### config.mk
export PLATFORM = sky130hd
export DESIGN_NAME = exu_div_flat
export DESIGN_NICKNAME = d
export VERILOG_FILES = /design/src/rtl/exu_div_pkg.sv /design/src/rtl/exu_div_if.sv /design/src/rtl/div_iter_step.sv /design/src/rtl/exu_div.sv /design/src/flat_wrapper.sv
export SDC_FILE = /design/constraint.sdc
export NUM_CORES = 1
export LEC_CHECK = 0
export CAP_MARGIN = 10
export CORE_AREA = 2 2 241 243
export DETAILED_ROUTE_END_ITERATION = 12
export DIE_AREA = 0 0 243 245
export DONT_BUFFER_PORTS = 1
export GPL_TIMING_DRIVEN = 1
export SYNTH_ARGS = -nofsm -noshare
export SYNTH_HDL_FRONTEND = slang
export SYNTH_HIERARCHICAL = 1
export SYNTH_SLANG_ARGS = --single-unit
### constraint.sdc
create_clock -name clk -period 10.3 [get_ports clk]
set_input_delay 2.06 -clock clk [delete_from_list [all_inputs] [get_ports clk]]
set_output_delay 2.06 -clock clk [all_outputs]
set_load 0.03 [all_outputs]
### src/rtl/exu_div_pkg.sv
// exu_div_pkg: shared definitions for the execute-stage divide/remainder unit.
//   - div_state_e : FSM states (IDLE / CALC / DONE)
//   - special-case constants (all-ones quotient, INT64_MIN, INT32_MIN)
//   - DIV_WIDTH / DIV_CNT_W : default datapath and iteration-counter widths
//   - sext32() : sign-extend a 32-bit W-op result to 64 bits
package exu_div_pkg;

    localparam int DIV_WIDTH = 64;
    localparam int DIV_CNT_W = 7;

    typedef enum logic [1:0] {
        IDLE = 2'd0,
        CALC = 2'd1,
        DONE = 2'd2
    } div_state_e;

    localparam logic [63:0] QUO_ALL_ONES = 64'hFFFF_FFFF_FFFF_FFFF;
    localparam logic [63:0] INT64_MIN    = 64'h8000_0000_0000_0000;
    localparam logic [31:0] INT32_MIN    = 32'h8000_0000;

    function automatic logic [63:0] sext32(input logic [31:0] x);
        return {{32{x[31]}}, x};
    endfunction

endpackage

### src/rtl/exu_div_if.sv
// exu_div_if: request/response handshake bundle between decode/pipeline
// control and the divide unit.
//   request : in_valid, in_ready, op1, op2, div_signed, is_rem, inst_32bit
//   response: out_valid, out_ready, result
// Modports: master = pipeline side, slave = divider.
interface exu_div_if #(
    parameter int WIDTH = 64
);
    logic             in_valid;
    logic             in_ready;
    logic [WIDTH-1:0] op1;
    logic [WIDTH-1:0] op2;
    logic             div_signed;
    logic             is_rem;
    logic             inst_32bit;
    logic             out_valid;
    logic             out_ready;
    logic [WIDTH-1:0] result;

    modport master (
        output in_valid, op1, op2, div_signed, is_rem, inst_32bit, out_ready,
        input  in_ready, out_valid, result
    );

    modport slave (
        input  in_valid, op1, op2, div_signed, is_rem, inst_32bit, out_ready,
        output in_ready, out_valid, result
    );
endinterface

### src/rtl/div_iter_step.sv
// div_iter_step: one combinational restoring-division step.
//   rem      : current partial remainder (always < divisor)
//   in_bit   : next dividend bit shifted into the partial remainder
//   divisor  : unsigned divisor
//   rem_next : partial remainder after the trial subtraction
//   q_bit    : quotient bit produced by this step
module div_iter_step #(
    parameter int WIDTH = 64
) (
    input  logic [WIDTH-1:0] rem,
    input  logic             in_bit,
    input  logic [WIDTH-1:0] divisor,
    output logic [WIDTH-1:0] rem_next,
    output logic             q_bit
);
    logic [WIDTH:0] partial;
    logic [WIDTH:0] diff;

    // One extra bit so the shifted remainder never overflows; bit WIDTH of
    // the difference is the borrow of the trial subtraction.
    assign partial  = {rem, in_bit};
    assign diff     = partial - {1'b0, divisor};
    assign q_bit    = ~diff[WIDTH];
    assign rem_next = q_bit ? diff[WIDTH-1:0] : partial[WIDTH-1:0];
endmodule

### src/rtl/exu_div.sv
// exu_div: iterative radix-2 restoring divide/remainder unit (RV64 M ext).
// Ports:
//   clk, rst  : clock (rising edge), asynchronous active-high reset
//   flush     : drop any in-flight or completed operation
//   io        : exu_div_if.slave request/response handshake
//   busy      : unit is not IDLE
// Optional (macro EXU_DIV_PERF_CNT_EN):
//   perf_ops    : completed result handshakes
//   perf_cycles : CALC cycles spent by completed operations
//
// state | meaning
// ------+------------------------------------------------------------
// IDLE  | ready for a request (in_ready=1)
// CALC  | one quotient bit per cycle, N = 32 (W-op) or WIDTH cycles
// DONE  | result held with out_valid=1 until out_ready
module exu_div
    import exu_div_pkg::*;
#(
    parameter int WIDTH = DIV_WIDTH,
    parameter int CNT_W = DIV_CNT_W
) (
    input  logic        clk,
    input  logic        rst,
    input  logic        flush,
    exu_div_if.slave    io,
    output logic        busy
`ifdef EXU_DIV_PERF_CNT_EN
    ,
    output logic [63:0] perf_ops,
    output logic [63:0] perf_cycles
`endif
);
    div_state_e       state, state_nxt;
    logic [CNT_W-1:0] cnt;
    logic [WIDTH-1:0] quo_r, rem_r, dsr_r, result_r;
    logic             neg_q_r, neg_r_r, is_rem_r, w_r;

    logic             accept, last;
    logic             sa, sb, div0, ovf, special;
    logic [31:0]      a32_abs, b32_abs;
    logic [WIDTH-1:0] a64_abs, b64_abs, quo_init, b_abs, a_ext, res_spec;
    logic [WIDTH-1:0] step_rem, q_fin, sel, res_fin;
    logic             step_q;

    assign io.in_ready  = (state == IDLE);
    assign io.out_valid = (state == DONE);
    assign io.result    = result_r;
    assign busy         = (state != IDLE);

    assign accept = io.in_valid & io.in_ready & ~flush;
    assign last   = (cnt == CNT_W'(1));

    // Operand preparation: W-ops use bit 31 as the sign bit.
    assign sa = io.div_signed & (io.inst_32bit ? io.op1[31] : io.op1[WIDTH-1]);
    assign sb = io.div_signed & (io.inst_32bit ? io.op2[31] : io.op2[WIDTH-1]);

    assign a32_abs = sa ? (~io.op1[31:0] + 32'd1) : io.op1[31:0];
    assign b32_abs = sb ? (~io.op2[31:0] + 32'd1) : io.op2[31:0];
    assign a64_abs = sa ? (~io.op1 + WIDTH'(1)) : io.op1;
    assign b64_abs = sb ? (~io.op2 + WIDTH'(1)) : io.op2;

    // A W-op dividend sits in the top half so the same MSB-first shift
    // consumes it in 32 steps and leaves the quotient in the low half.
    assign quo_init = io.inst_32bit ? {a32_abs, {(WIDTH-32){1'b0}}} : a64_abs;
    assign b_abs    = io.inst_32bit ? {{(WIDTH-32){1'b0}}, b32_abs} : b64_abs;

    assign div0 = io.inst_32bit ? (io.op2[31:0] == 32'd0) : (io.op2 == '0);
    assign ovf  = io.div_signed &
                  (io.inst_32bit ? ((io.op1[31:0] == INT32_MIN) && (io.op2[31:0] == 32'hFFFF_FFFF))
                                 : ((io.op1 == INT64_MIN) && (io.op2 == QUO_ALL_ONES)));
    assign special = div0 | ovf;

    assign a_ext    = io.inst_32bit ? sext32(io.op1[31:0]) : io.op1;
    assign res_spec = div0 ? (io.is_rem ? a_ext : QUO_ALL_ONES)
                           : (io.is_rem ? '0 : a_ext);

    div_iter_step #(.WIDTH(WIDTH)) u_step (
        .rem      (rem_r),
        .in_bit   (quo_r[WIDTH-1]),
        .divisor  (dsr_r),
        .rem_next (step_rem),
        .q_bit    (step_q)
    );

    // Sign fix and W-op extension applied to the last step's outputs so the
    // finished result is registered on the CALC -> DONE edge.
    assign q_fin   = {quo_r[WIDTH-2:0], step_q};
    assign sel     = is_rem_r ? (neg_r_r ? -step_rem : step_rem)
                              : (neg_q_r ? -q_fin : q_fin);
    assign res_fin = w_r ? sext32(sel[31:0]) : sel;

    always_ff @(posedge clk or posedge rst) begin
        if (rst) state <= IDLE;
        else     state <= state_nxt;
    end

    always_comb begin
        state_nxt = state;
        if (flush) begin
            state_nxt = IDLE;
        end else begin
            case (state)
                IDLE:    if (io.in_valid) state_nxt = special ? DONE : CALC;
                CALC:    if (last)        state_nxt = DONE;
                DONE:    if (io.out_ready) state_nxt = IDLE;
                default: state_nxt = IDLE;
            endcase
        end
    end

    always_ff @(posedge clk or posedge rst) begin
        if (rst) begin
            cnt      <= '0;
            quo_r    <= '0;
            rem_r    <= '0;
            dsr_r    <= '0;
            result_r <= '0;
            neg_q_r  <= 1'b0;
            neg_r_r  <= 1'b0;
            is_rem_r <= 1'b0;
            w_r      <= 1'b0;
        end else if (accept) begin
            cnt      <= io.inst_32bit ? CNT_W'(32) : CNT_W'(WIDTH);
            quo_r    <= quo_init;
            rem_r    <= '0;
            dsr_r    <= b_abs;
            neg_q_r  <= sa ^ sb;
            neg_r_r  <= sa;
            is_rem_r <= io.is_rem;
            w_r      <= io.inst_32bit;
            if (special) result_r <= res_spec;
        end else if (state == CALC && !flush) begin
            quo_r <= q_fin;
            rem_r <= step_rem;
            cnt   <= cnt - CNT_W'(1);
            if (last) result_r <= res_fin;
        end
    end

`ifdef EXU_DIV_PERF_CNT_EN
    // Cycles are credited at the result handshake so a flushed operation
    // never shows up in either counter.
    logic iter_r;

    always_ff @(posedge clk or posedge rst) begin
        if (rst) begin
            iter_r      <= 1'b0;
            perf_ops    <= '0;
            perf_cycles <= '0;
        end else begin
            if (accept) iter_r <= ~special;
            if (state == DONE && io.out_ready && !flush) begin
                perf_ops <= perf_ops + 64'd1;
                if (iter_r) perf_cycles <= perf_cycles + (w_r ? 64'd32 : 64'(WIDTH));
            end
        end
    end
`endif

endmodule

### src/flat_wrapper.sv
// flat-port wrapper written by rule: the top's interface ports become plain ports
module exu_div_flat import exu_div_pkg::*;
#(
    parameter int WIDTH = DIV_WIDTH,
    parameter int CNT_W = DIV_CNT_W
)
  (clk, rst, flush, busy, io_in_valid, io_op1, io_op2, io_div_signed, io_is_rem, io_inst_32bit, io_out_ready, io_in_ready, io_out_valid, io_result);
  exu_div_if #(.WIDTH(WIDTH)) io_i ();
  input  logic clk;
  input  logic rst;
  input  logic flush;
  output logic busy;
  input wire logic [$bits(io_i.in_valid)-1:0] io_in_valid;
  input wire logic [$bits(io_i.op1)-1:0] io_op1;
  input wire logic [$bits(io_i.op2)-1:0] io_op2;
  input wire logic [$bits(io_i.div_signed)-1:0] io_div_signed;
  input wire logic [$bits(io_i.is_rem)-1:0] io_is_rem;
  input wire logic [$bits(io_i.inst_32bit)-1:0] io_inst_32bit;
  input wire logic [$bits(io_i.out_ready)-1:0] io_out_ready;
  output wire logic [$bits(io_i.in_ready)-1:0] io_in_ready;
  output wire logic [$bits(io_i.out_valid)-1:0] io_out_valid;
  output wire logic [$bits(io_i.result)-1:0] io_result;
  assign io_i.in_valid = io_in_valid;
  assign io_i.op1 = io_op1;
  assign io_i.op2 = io_op2;
  assign io_i.div_signed = io_div_signed;
  assign io_i.is_rem = io_is_rem;
  assign io_i.inst_32bit = io_inst_32bit;
  assign io_i.out_ready = io_out_ready;
  assign io_in_ready = io_i.in_ready;
  assign io_out_valid = io_i.out_valid;
  assign io_result = io_i.result;
  exu_div #(.WIDTH(WIDTH), .CNT_W(CNT_W)) u_core (.clk(clk), .rst(rst), .flush(flush), .io(io_i), .busy(busy));
endmodule
==> impl_metrics.csv <==
group,metric,value,unit
outcome,status,"complete, no violations",
yosys,yosys_warnings,6,
setup_path,worst_ep_required_time,10.74,ns
place,placed_area,23500,µm²
layout,layout.cells.non_filler,3570,
yosys,netlist_instances,2906,
run,cap_violations,0,
yosys,ys_types,95,
yosys,synth_edf_count,0,
clocking,numCtsBuffers,35,
floorplan,die_height,245,µm
clocking,ctsHtreeMaxLevel,2,
routing,totalWireLength,90000,µm
yosys,synth_nets,3114,
clocking,clockBufferDepth,3,
sta,setup_viol,0,
layout,fillers,5900,
floorplan,fp.dieArea,59500,µm²
global_route,grt_usage,0.293,
layout,drive_gt1_frac,0.0649,
setup_path,rrSetupSlack,2.78,ns
sta,rsz0062_at_grt,"no",
place,routabilityCongestion,0.985,
hold_path,min_to,"u_core/dsr_r[4]",
hold_path,hp-class,"reg2reg",
yosys,synthMuxAreaShare,0.0286,
place,dp_hpwl,68600,µm
clocking,postCtsHoldBufs,0,
clocking,cts_tree,"built",
setup_path,cp_top_family,"compound AO/OA/AOI/OAI gates",
clocking,post_cts_buffers,0,
layout,num-nets-final,2989,
routing,wl_per_cell,25.2,µm
pwr,power.leakage,9.60,nW
sta,finalCritPeriodShare,0.730,
global_route,antenna_found_initial,2,
routing,viasPerCell,6.35,
setup_path,crit_chain,"inv_1, ha_1, fa_1, nor2b_1, o31a_1, o221ai_1, o211ai_2, a211oi_2, o21ai_2, a41oi_2, xor2_4, buf_4, buf_4, o21ai_0, or4_1, nor4_1, nand4_1, o21ai_0, xor2_1, nor2_1, a211oi_1, a21oi_2",
yosys,synth_top_area_cell,"dfrtp_1",
layout,syn_to_final_growth,6.99,%
yosys,synth_top_family_by_area,"compound AO/OA/AOI/OAI gates",
sta,fmax,133,MHz
setup_path,worst-path-max-fanout,79,
sta,setup_tns,0,ns
setup_path,rr_startpoint,"u_core/quo_r[63]",
sta,slew_viol_final,0,
yosys,synth.avg_cell_area,7.95,µm²
yosys,synth_xor_area_frac,0.115,
yosys,synth-seq-cells,269,
clocking,clkLatencyLatePin,0.56,ns
global_route,grt_pass1_vias,21400,
pwr,powerDensity,408,nW/µm²
floorplan,io_pins,203,
yosys,syn_area,23100,µm²
yosys,synth-compound-area-share,0.272,
yosys,yosys-top-cells-area,"dfrtp_1, o21ai_0, xnor2_1",
layout,multiInputGateArea,15100,µm²
setup_path,critPathCaptureType,"register",
sta,fin_crit,7.52,ns
setup_path,r2r-end,"u_core/io.result[60]",
hold_path,min_from,"u_core/dsr_r[4]",
sta,final_hold_viol_count,0,
clocking,cts_resized,0,
layout,seq_area,6730,µm²
yosys,synth-main-ff-cell,"dfrtp_1",
place,dpl_worst_slack,2.92,ns
global_route,grt_start_max_net_pins,129,
setup_path,arrival,7.96,ns
setup_path,max_stage_delay,0.73,ns
setup_path,path_class,"reg2reg",
routing,drcViolationCount,0,
floorplan,coreArea,57000,µm²
sta,setup_slack,2.78,ns
setup_path,worst_setup_path_start_kind,"register",
yosys,yosysSeqAreaShare,0.291,
yosys,ys_async_sr_fraction,1.00,
yosys,synthAdderAreaFrac,0.0398,
sta,hold_ws,0.474,ns
routing,num_vias,22700,
global_route,grt_pass1_wl,135000,µm
sta,slew_headroom,0.240,
sta,fin_skew,0.0279,ns
pwr,peakVddDrop,0.202,mV
pwr,finalPower,10.1,mW
clocking,clk_pin_slew_worst_paths,0.06,ns
yosys,synth_top_area_frac,0.291,
setup_path,reg2reg_depth,22,
place,io_buffer_count,0,
global_route,grt_overflow,0,
floorplan,row_count,88,
routing,ant_nets,0,
sta,tightest_slew,1.14,ns
place,dpl.cell_count,3509,
layout,final_cell_area,24700,µm²
yosys,yosys.area_share.simple,0.198,
clocking,root_buffer,"clkbuf_16",
hold_path,hold-path-cell-count,2,
setup_path,crit_buf_inv,3,
layout,fin_util,0.433,
routing,firstDrtPassIters,6,
clocking,cts.sinks,269,
floorplan,initial_core_util,0.405,
setup_path,slowest_stage,"nor4_1",
floorplan,die_w,243,µm
routing,drtIter0Drc,2506,
## placed cells by master, fill, tap and decap left out, types with 9 or more instances in the layout
cell type,count
clkbuf_16,37
nor2b_1,9
nand2_1,321
o22a_1,12
o41ai_1,28
nor3_1,57
inv_1,116
ha_1,71
dfrtp_1,267
o21bai_1,13
a31oi_1,42
mux2i_1,66
nor2_1,194
o31ai_1,65
or2_2,12
nor4_1,45
a211oi_1,11
xor2_1,143
o22ai_1,53
buf_4,33
a21oi_2,21
nand3_1,45
o211ai_1,41
o21ai_0,282
nand4_1,72
or3_1,34
a21oi_1,189
or4_1,30
o21a_1,25
xnor2_1,158
nand2b_1,23
o21ai_1,13
a21o_1,23
a22o_1,63
## synth_stat cells, types with 6 or more instances
library cell / number
o22ai_1: 53
mux2i_1: 66
o41ai_1: 28
nand3_1: 45
clkbuf_1: 135
nor4_2: 8
nand2_1: 322
buf_1: 23
a221oi_1: 8
xor2_1: 143
o21bai_1: 13
o221ai_1: 7
o31a_1: 8
nand2b_1: 23
and2_1: 8
inv_1: 117
nor4_1: 45
ha_1: 71
o22a_1: 12
a21oi_2: 21
a21oi_1: 189
or2_2: 12
a21o_1: 23
nor2b_1: 10
a22o_1: 63
a222oi_1: 8
o21ai_1: 13
o21a_1: 25
o211ai_1: 41
buf_2: 28
o31ai_1: 65
a31oi_1: 42
or4_1: 30
xnor2_1: 158
a211oi_1: 11
nand4_1: 72
or3_1: 34
nor3_1: 57
nor2_1: 196
o41ai_2: 6
o21ai_0: 282
dfrtp_1: 269
## worst reg2reg max path, delay by kind of cell, from the launching register on
family,cells,cell delay [ns]
compound gates,10,2.87
flops,1,0.38
simple gates,5,2.13
buf+inv,3,1.06
xor+xnor,2,0.36
fa+ha+maj,2,0.63
## report_power, final
| group | internal (mW) | switching, mW | leakage [nW] | total, mW |
|---|---|---|---|---|
| Sequential | 1.48 | 0.823 | 3.45 | 2.31 |
| Combinational | 2.27 | 4.25 | 5.58 | 6.52 |
| Clock | 0.764 | 0.502 | 0.576 | 1.27 |
## flip-flops by register name, indices dropped and copies added (netlist names)
| name | flops |
|---|---|
| u_core/cnt | 7 |
| u_core/dsr_r | 64 |
| u_core/io.result | 64 |
| u_core/is_rem_r | 1 |
| u_core/neg_q_r | 1 |
| u_core/neg_r_r | 1 |
| u_core/quo_r | 64 |
| u_core/rem_r | 64 |
| u_core/state | 2 |
| u_core/w_r | 1 |
## layout make-up
| cell class | instances | share of cell area |
|---|---|---|
| inverters | 119 | 0.0184 |
| clock buffers | 47 | 0.0410 |
| diodes | 1 | 0.000101 |
| well taps | 765 | 0.0387 |
| flip-flops and latches | 269 | 0.273 |
| multi-input cells | 2322 | 0.612 |
| repair buffers | 34 | 0.0108 |
| clock inverters | 13 | 0.00592 |
## cell families after synthesis
group,count (synthesis)
AO/OA/AOI/OAI,965
XOR/XNOR,302
adder cells (fa/ha/maj),73
buffers and inverters,315
flip-flops,269
multiplexers,66
AND/OR/NAND/NOR,916
## worst max-delay path by stage
| stage | start | endpoint | cells after the start |
|---|---|---|---|
| 3_5_place_dp | u_core/quo_r[63] | u_core/io.result[60] | 22 |
| 5_1_grt | u_core/quo_r[63] | u_core/io.result[60] | 22 |
| 2_1_floorplan | rst | u_core/cnt[0] | 1 |
| 6_report | u_core/quo_r[63] | u_core/io.result[60] | 22 |
| 3_3_place_gp | u_core/quo_r[63] | u_core/io.result[60] | 22 |
| 4_1_cts | u_core/quo_r[63] | u_core/io.result[60] | 22 |
## metal layers
metal / global-route usage / share of wire
met1: 0.395 / 0.43
met2: 0.451 / 0.44
met3: 0.0560 / 0.083
met4: 0.141 / 0.050
met5: 0 / 0
Power figures use the tool's default switching activity.
